File: src/rtl/tv_vram_arbiter.sv
// tv_vram_arbiter: shares a single-port VRAM between the raster video fetch
// and CPU accesses. Video fetches win over the CPU in any given cycle.
// Build option: define VRAM_VBL_ONLY_EN to restrict CPU accesses to vertical
// blanking (vbl=1).
//
// state   | meaning
// --------+-------------------------------------------------
// IDLE    | no access in flight, arbitrating
// VID     | video read issued to VRAM
// VID_CAP | video byte returned, vid_valid pulse
// CPU     | CPU read/write issued to VRAM
// CPU_CAP | CPU access complete, cpu_ack pulse
module tv_vram_arbiter #(
  parameter logic [15:0] VID_BASE = 16'h4000,
  parameter int          H_START  = 88,
  parameter int          V_START  = 56
) (
  input  logic        clk_in,
  input  logic        rst,
  input  logic        pixel_clk,
  input  logic [8:0]  cntHS,
  input  logic [8:0]  cntVS,
  input  logic        vbl,
  input  logic        cpu_req,
  input  logic        cpu_we,
  input  logic [15:0] cpu_addr,
  input  logic [7:0]  cpu_wdata,
  output logic [7:0]  cpu_rdata,
  output logic        cpu_ack,
  output logic [15:0] mem_addr,
  output logic [7:0]  mem_wdata,
  output logic        mem_we,
  output logic        mem_ce,
  input  logic [7:0]  mem_rdata,
  output logic [7:0]  vid_data,
  output logic        vid_valid
);

`ifdef VRAM_VBL_ONLY_EN
  localparam bit VBL_ONLY = 1'b1;
`else
  localparam bit VBL_ONLY = 1'b0;
`endif

  localparam logic [9:0] H_LO = 10'(H_START);
  localparam logic [9:0] H_HI = 10'(H_START + 256);
  localparam logic [9:0] V_LO = 10'(V_START);
  localparam logic [9:0] V_HI = 10'(V_START + 192);

  typedef enum logic [2:0] {
    ST_IDLE,
    ST_VID,
    ST_VID_CAP,
    ST_CPU,
    ST_CPU_CAP
  } state_t;

  state_t      state_q, state_d;
  logic        vid_pend_q, vid_pend_d;
  logic [15:0] vaddr_q, vaddr_d;
  logic [7:0]  vid_data_q, vid_data_d;
  logic [7:0]  cpu_rdata_q, cpu_rdata_d;
  logic        ack_q, ack_d;

  logic        vid_strobe;
  logic        vid_go;
  logic        cpu_elig;
  logic [8:0]  hs_off;
  logic [8:0]  vs_off;
  logic [15:0] vaddr_calc;

  // Raster fetch-window detection and video address generation
  always_comb begin
    hs_off     = cntHS - 9'(H_START);
    vs_off     = cntVS - 9'(V_START);
    vaddr_calc = VID_BASE + {3'b000, vs_off[7:0], hs_off[7:3]};
    vid_strobe = pixel_clk && (cntHS[2:0] == 3'd0)
                 && ({1'b0, cntHS} >= H_LO) && ({1'b0, cntHS} < H_HI)
                 && ({1'b0, cntVS} >= V_LO) && ({1'b0, cntVS} < V_HI);
    vid_go     = vid_pend_q || vid_strobe;
    // The cycle after an ack the CPU may still be dropping its request.
    cpu_elig   = cpu_req && !ack_q && (vbl || !VBL_ONLY);
  end

  // Next-state logic and VRAM/CPU/video outputs
  always_comb begin
    state_d     = state_q;
    mem_ce      = 1'b0;
    mem_we      = 1'b0;
    mem_addr    = 16'h0000;
    mem_wdata   = 8'h00;
    cpu_ack     = 1'b0;
    vid_valid   = 1'b0;
    vid_data    = vid_data_q;
    cpu_rdata   = cpu_rdata_q;
    vid_data_d  = vid_data_q;
    cpu_rdata_d = cpu_rdata_q;
    unique case (state_q)
      ST_IDLE: begin
        if (vid_go)        state_d = ST_VID;
        else if (cpu_elig) state_d = ST_CPU;
      end
      ST_VID: begin
        mem_ce   = 1'b1;
        mem_addr = vaddr_q;
        state_d  = ST_VID_CAP;
      end
      ST_VID_CAP: begin
        // Read data is forwarded in the pulse cycle and held afterwards.
        vid_valid  = rst;
        vid_data   = rst ? mem_rdata : vid_data_q;
        vid_data_d = mem_rdata;
        // Arbitrate directly so a waiting CPU is not delayed by an IDLE cycle.
        if (vid_go)        state_d = ST_VID;
        else if (cpu_elig) state_d = ST_CPU;
        else               state_d = ST_IDLE;
      end
      ST_CPU: begin
        mem_ce    = 1'b1;
        mem_we    = cpu_we;
        mem_addr  = cpu_addr;
        mem_wdata = cpu_wdata;
        state_d   = ST_CPU_CAP;
      end
      ST_CPU_CAP: begin
        cpu_ack = rst;
        if (!cpu_we) begin
          cpu_rdata   = rst ? mem_rdata : cpu_rdata_q;
          cpu_rdata_d = mem_rdata;
        end
        state_d = vid_go ? ST_VID : ST_IDLE;
      end
      default: state_d = ST_IDLE;
    endcase
    vid_pend_d = vid_go && (state_d != ST_VID);
    vaddr_d    = vid_strobe ? vaddr_calc : vaddr_q;
    ack_d      = cpu_ack;
  end

  // State and data registers with synchronous active-low reset
  always_ff @(posedge clk_in) begin
    if (!rst) begin
      state_q     <= ST_IDLE;
      vid_pend_q  <= 1'b0;
      vaddr_q     <= 16'h0000;
      vid_data_q  <= 8'h00;
      cpu_rdata_q <= 8'h00;
      ack_q       <= 1'b0;
    end else begin
      state_q     <= state_d;
      vid_pend_q  <= vid_pend_d;
      vaddr_q     <= vaddr_d;
      vid_data_q  <= vid_data_d;
      cpu_rdata_q <= cpu_rdata_d;
      ack_q       <= ack_d;
    end
  end

endmodule

File: config.mk
export PLATFORM = sky130hd
export DESIGN_NAME = tv_vram_arbiter
export DESIGN_NICKNAME = d
export VERILOG_FILES = /design/src/rtl/tv_vram_arbiter.sv
export SDC_FILE = /design/constraint.sdc
export NUM_CORES = 1
export LEC_CHECK = 0
export BUFFER_PORTS_ARGS = -buffer_cell sky130_fd_sc_hd__buf_2
export CORE_UTILIZATION = 48
export DETAILED_ROUTE_END_ITERATION = 7
export HOLD_SLACK_MARGIN = 0.02
export PLACE_DENSITY = 0.86
export SLEW_MARGIN = 25
export SYNTH_ARGS = -nofsm -noshare
export SYNTH_HDL_FRONTEND = slang
export SYNTH_SLANG_ARGS = --single-unit
File: constraint.sdc
create_clock -name clk_in -period 3.2 [get_ports clk_in]
set_input_delay 0.16 -clock clk_in [delete_from_list [all_inputs] [get_ports clk_in]]
set_output_delay 0.16 -clock clk_in [all_outputs]
set_load 0.05 [all_outputs]
### Word-level counts from Yosys, hierarchy flattened

Index checks and enable logic that the tools add are counted.

| storage, ports and cells | value |
|---|---|
| logic and storage cells | 49 |
| output and inout bits | 44 |
| input port bits | 56 |
| register bits after elaboration | 37 |

| cells by class | value |
|---|---|
| $add $sub $neg | 3 |
| reductions and logical operators | 13 |
| multiplexer cells | 17 |
| equal/unequal tests | 5 |
| magnitude comparators | 4 |
| bitwise operators | 1 |

Operators with widths:

| kind | number |
|---|---|
| 2-to-1 mux 8 bit | 6 |
| case mux 16 bit (2 select lines) | 1 |
| adder 15 x 13 -> 16 bit (first input constant) | 1 |
| case mux 3 bit (5 select lines) | 1 |
| greater-or-equal comparator 9 x 6 -> 1 bit (second input constant) | 1 |
| greater-or-equal comparator 9 x 7 -> 1 bit (second input constant) | 1 |
| less-than comparator 9 x 8 -> 1 bit (second input constant) | 1 |
| less-than comparator 9 bit (second input constant) | 1 |
| subtractor 8 x 6 -> 8 bit (second input constant) | 1 |
| subtractor 8 x 7 -> 8 bit (second input constant) | 1 |
| logical AND 1 bit | 7 |
| equality test 3 x 2 -> 1 bit (second input constant) | 2 |
| zero test 3 bit | 2 |
| 2-to-1 mux 3 bit | 2 |
| 2-to-1 mux 1 bit | 5 |
| 2-to-1 mux 2 bit | 2 |
| equality test 3 x 1 -> 1 bit (second input constant) | 1 |
| equality test 3 bit (second input constant) | 1 |
| inequality test 3 x 1 -> 1 bit (second input constant) | 1 |
| AND reduction 2 bit | 1 |
| OR reduction 2 bit | 1 |
| zero test 1 bit | 1 |
| logical OR 1 bit | 1 |
| NOT 1 bit | 1 |

### Logic depth before layout (Yosys ltp)

| depth | value |
|---|---|
| depth after elaboration | 11 |
| mapped depth | 7 |
| gate-level depth less buffers | 5 |

### Worst setup path after synthesis

No wires, ideal clock.

| timing path | value |
|---|---|
| kind | register -> output |
| from | reg state_q[0] |
| to | out cpu_rdata[5] |
| arrival | 1.949 ns |
| required time | 3.040 ns |
| setup slack | 1.091 ns |
| cell stages (with the launch flop) | 7 |
| cells stage by stage | dfxtp_1 > nor2_1 > and3_1 > and2_1 > buf_2 > buf_2 > mux2_2 |

| between the ends | value |
|---|---|
| word-level cells in the longest chain between the ends | 2 |

RTL lines:

| item | RTL line | text |
|---|---|---|
| from (decl) | 58 | `state_t state_q, state_d;` |
| from (signal assigned) | 150 | `state_q <= state_d;` |
| equality test 3 bit | 98 | `unique case (state_q)` |
| 2-to-1 mux 8 bit | 98 |  |
| to (decl) | 28 | `output logic [7:0] cpu_rdata,` |

Every way passes these cells.

### Final worst setup path

| timing path | value |
|---|---|
| from | reg state_q[1] |
| to | out cpu_rdata[1] |

The elaborated chain is that of the path after synthesis.

==> flow_metrics.env <==
export IMPL_setup_tns_ns=0
export IMPL_resize_count_post_cts=0
export IMPL_synth_fp_nets=260
export IMPL_first_pass_iters=4
export IMPL_hp_class="in2reg"
export IMPL_synth_top_family_by_area="multiplexers"
export IMPL_place_detailed_hpwl_um=3367
export IMPL_status="complete, no violations"
export IMPL_clock_tree_htree_level_count=2
export IMPL_coreArea_um2=3744
export IMPL_tightestPinTransition_ns=0.7325
export IMPL_final_hold_viol_count=0
export IMPL_launching_element_type_of_the_critical_path="register"
export IMPL_path_class="reg2out"
export IMPL_num_nets_final=351
export IMPL_fraction_of_the_mapped_netlist_area_in_compound_gates=0.1687
export IMPL_seq_area_frac_synth=0.3663
export IMPL_critPathArrivalTime_ns=2.20
export IMPL_post_route_period_util=0.7371
export IMPL_timing_max_slew_rel_slack=0.5094
export IMPL_via_per_inst=5.301
export IMPL_cts_buffers=5
export IMPL_vias=1813
export IMPL_post_synthesis_share_of_cell_area_spent_on_and_or_nand_and_nor_gates=0.1681
export IMPL_antenna_found_initial=0
export IMPL_arithmetic_cell_share_of_the_synthesized_area_counting_full_adders_half_adders_and_majority_gates=0.01308
export IMPL_syn_instance_count=202
export IMPL_power_density_nw_per_um2=435.4
export IMPL_drt_first_iter_violations=80
export IMPL_timing_final_max_slew_violations=0
export IMPL_synth_top_area_cell="sky130_fd_sc_hd__dfxtp_1"
export IMPL_dieArea_um2=4242
export IMPL_synthTopCellsByCount="sky130_fd_sc_hd__dfxtp_1, sky130_fd_sc_hd__mux2i_1, sky130_fd_sc_hd__nor2_1, sky130_fd_sc_hd__nand2_1"
export IMPL_detail_route_antenna_nets=0
export IMPL_dpl_cell_count=334
export IMPL_grt_max_degree=27
export IMPL_top_area_cell_type_share_of_the_netlist_area=0.3663
export IMPL_synthXorXnorAreaFrac=0.02747
export IMPL_portBuffers=98
export IMPL_drc=0
export IMPL_synth_edf_count=0
export IMPL_hold_buffers=0
export IMPL_finalCriticalPeriod_ns=2.359
export IMPL_die_w_um=65.13
export IMPL_synth_seq_cells=35
export IMPL_worst_setup_path_end_kind="primary output"
export IMPL_grt_first_pass_wirelength_um=7203
export IMPL_globalplace_congestion=0.7830
export IMPL_top_level_ports=100
export IMPL_netlist_top_cells_area="sky130_fd_sc_hd__dfxtp_1, sky130_fd_sc_hd__mux2i_1, sky130_fd_sc_hd__mux2_2"
export IMPL_leakagePower_nw=1.297
export IMPL_synth_flop_cell="sky130_fd_sc_hd__dfxtp_1"
export IMPL_die_h_um=65.13
export IMPL_maximum_fanout_along_the_worst_path=16
export IMPL_grt_setup_unrepaired="false"
export IMPL_area_growth_synth_to_final_pct=31.72
export IMPL_synth_mux_area_frac=0.2145
export IMPL_clk_latency_ns=0.28
export IMPL_post_route_cells_drive_above_1_share=0.4388
export IMPL_wl_per_cell_um=13.05
export IMPL_post_cts_setup_buffer_count=0
export IMPL_synthesis_yosys_warnings=0
export IMPL_max_cap_violations=0
export IMPL_grt_overflow_total=0
export IMPL_placementRows=22
export IMPL_setup_viol_count_final=0
export IMPL_netlist_area_um2=1913
export IMPL_postRouteWirelength_um=4462
export IMPL_clkTransAtPathRegs_ns=0.07
export IMPL_grt_usage=0.2164
export IMPL_synth_most_common_cell="sky130_fd_sc_hd__dfxtp_1"
export IMPL_postSynth_asyncResetShare=0
export IMPL_detailedPlace_worstSlack_ns=1.141
export IMPL_numClockSinks=35
export IMPL_finalNonFillerCells=342
export IMPL_clock_tree_root_cell="sky130_fd_sc_hd__clkbuf_8"
export IMPL_clock_tree_from_tritoncts="yes"
export IMPL_number_of_global_route_vias_before_repair=1617
export IMPL_initial_core_util=0.5110
export IMPL_timing_critical_path_required_ns=3.04
export IMPL_timing_clock_skew_ns=0.003552
export IMPL_yosys_cell_types_count=38
export IMPL_timing_fmax_mhz=423.9
export IMPL_synth_avg_cell_area_um2=9.471
export IMPL_antenna_cells_inserted=0
export IMPL_irDropWorstVdd_mv=0.2962
export IMPL_clock_tree_buffer_depth=2
export IMPL_fin_ws_ns=0.8412
critical path, cell delays in order, from the launching register on:
cell                      delay [ns]
sky130_fd_sc_hd__dfxtp_1        0.41
sky130_fd_sc_hd__nor2_1         0.19
sky130_fd_sc_hd__and3_1         0.18
sky130_fd_sc_hd__and2_1         0.52
sky130_fd_sc_hd__mux2_2         0.40
sky130_fd_sc_hd__buf_2          0.21
path summary, 6_finish.rpt:
check | start | slack, ns | depth (start not counted) | to
worst max-delay path | state_q[1] | 0.84 | 5 | cpu_rdata[1]
worst min-delay path | cntVS[3] | 0.1 | 2 | vaddr_q[8]
worst max register to register | state_q[1] | 1.57 | 4 | cpu_rdata_q[6]
worst min register to register | vaddr_q[6] | 0.46 | 2 | vaddr_q[6]
kinds of logic (layout without fill, tap and decap cells):
kind of cell / Yosys count / after routing
mux: 39 / 39
flops: 35 / 35
xor+xnor: 6 / 6
fa+ha+maj: 2 / 2
buf+inv: 18 / 110
compound gates: 38 / 38
simple gates: 64 / 64
layout make-up:
type / instances / area [um^2]
tap: 48 / 60.06
multi-input combinational: 149 / 1132
clock inverter: 2 / 35.03
clock buffer: 6 / 82.58
sequential: 35 / 700.7
inverter: 3 / 11.26
timing repair buffer: 99 / 498.0
fill: 324 / 1224
metal layers:
metal  part of all wire  global-route usage
met1               0.45              0.2705
met2               0.49              0.3750
met3              0.052             0.04340
met4             0.0099             0.06250
met5                  0                   0
sequential cells by signal (all words and copies together) (netlist names):
name and flops:
cpu_rdata_q 8, vid_pend_q 1, vaddr_q 14, state_q 3
vid_data_q 8, ack_q 1
metrics by stage:
stage | hold slack, ns | area [um^2] | util | total power, mW
2_1_floorplan | 0.2531 | 1913 | - | 0.6266
3_3_place_gp | 0.3817 | 2402 | 0.6417 | 0.6936
3_5_place_dp | 0.3882 | 2402 | 0.6417 | 0.6993
4_1_cts | 0.08862 | 2520 | 0.6731 | 1.103
5_1_grt | 0.1026 | 2520 | 0.6731 | 1.141
6_report | 0.09659 | 2520 | 0.6731 | 1.097
cells in the final DEF, fill, tap and decap left out, drive strengths merged, types with 2 or more instances in the layout:
cell,n
inv,3
a21oi,3
a22o,16
xor2,2
clkbuf,6
mux2,16
xnor2,4
nand2,18
and3,16
nor2,19
ha,2
nand3,2
a31oi,5
buf,99
nor2b,3
dfxtp,35
mux2i,23
a211oi,5
power by group:
part           switching, mW  internal (mW)
Combinational          0.150         0.0835
Clock                  0.155          0.252
Sequential           0.00986          0.447
Note: power is estimated with default switching activity, not from simulation.
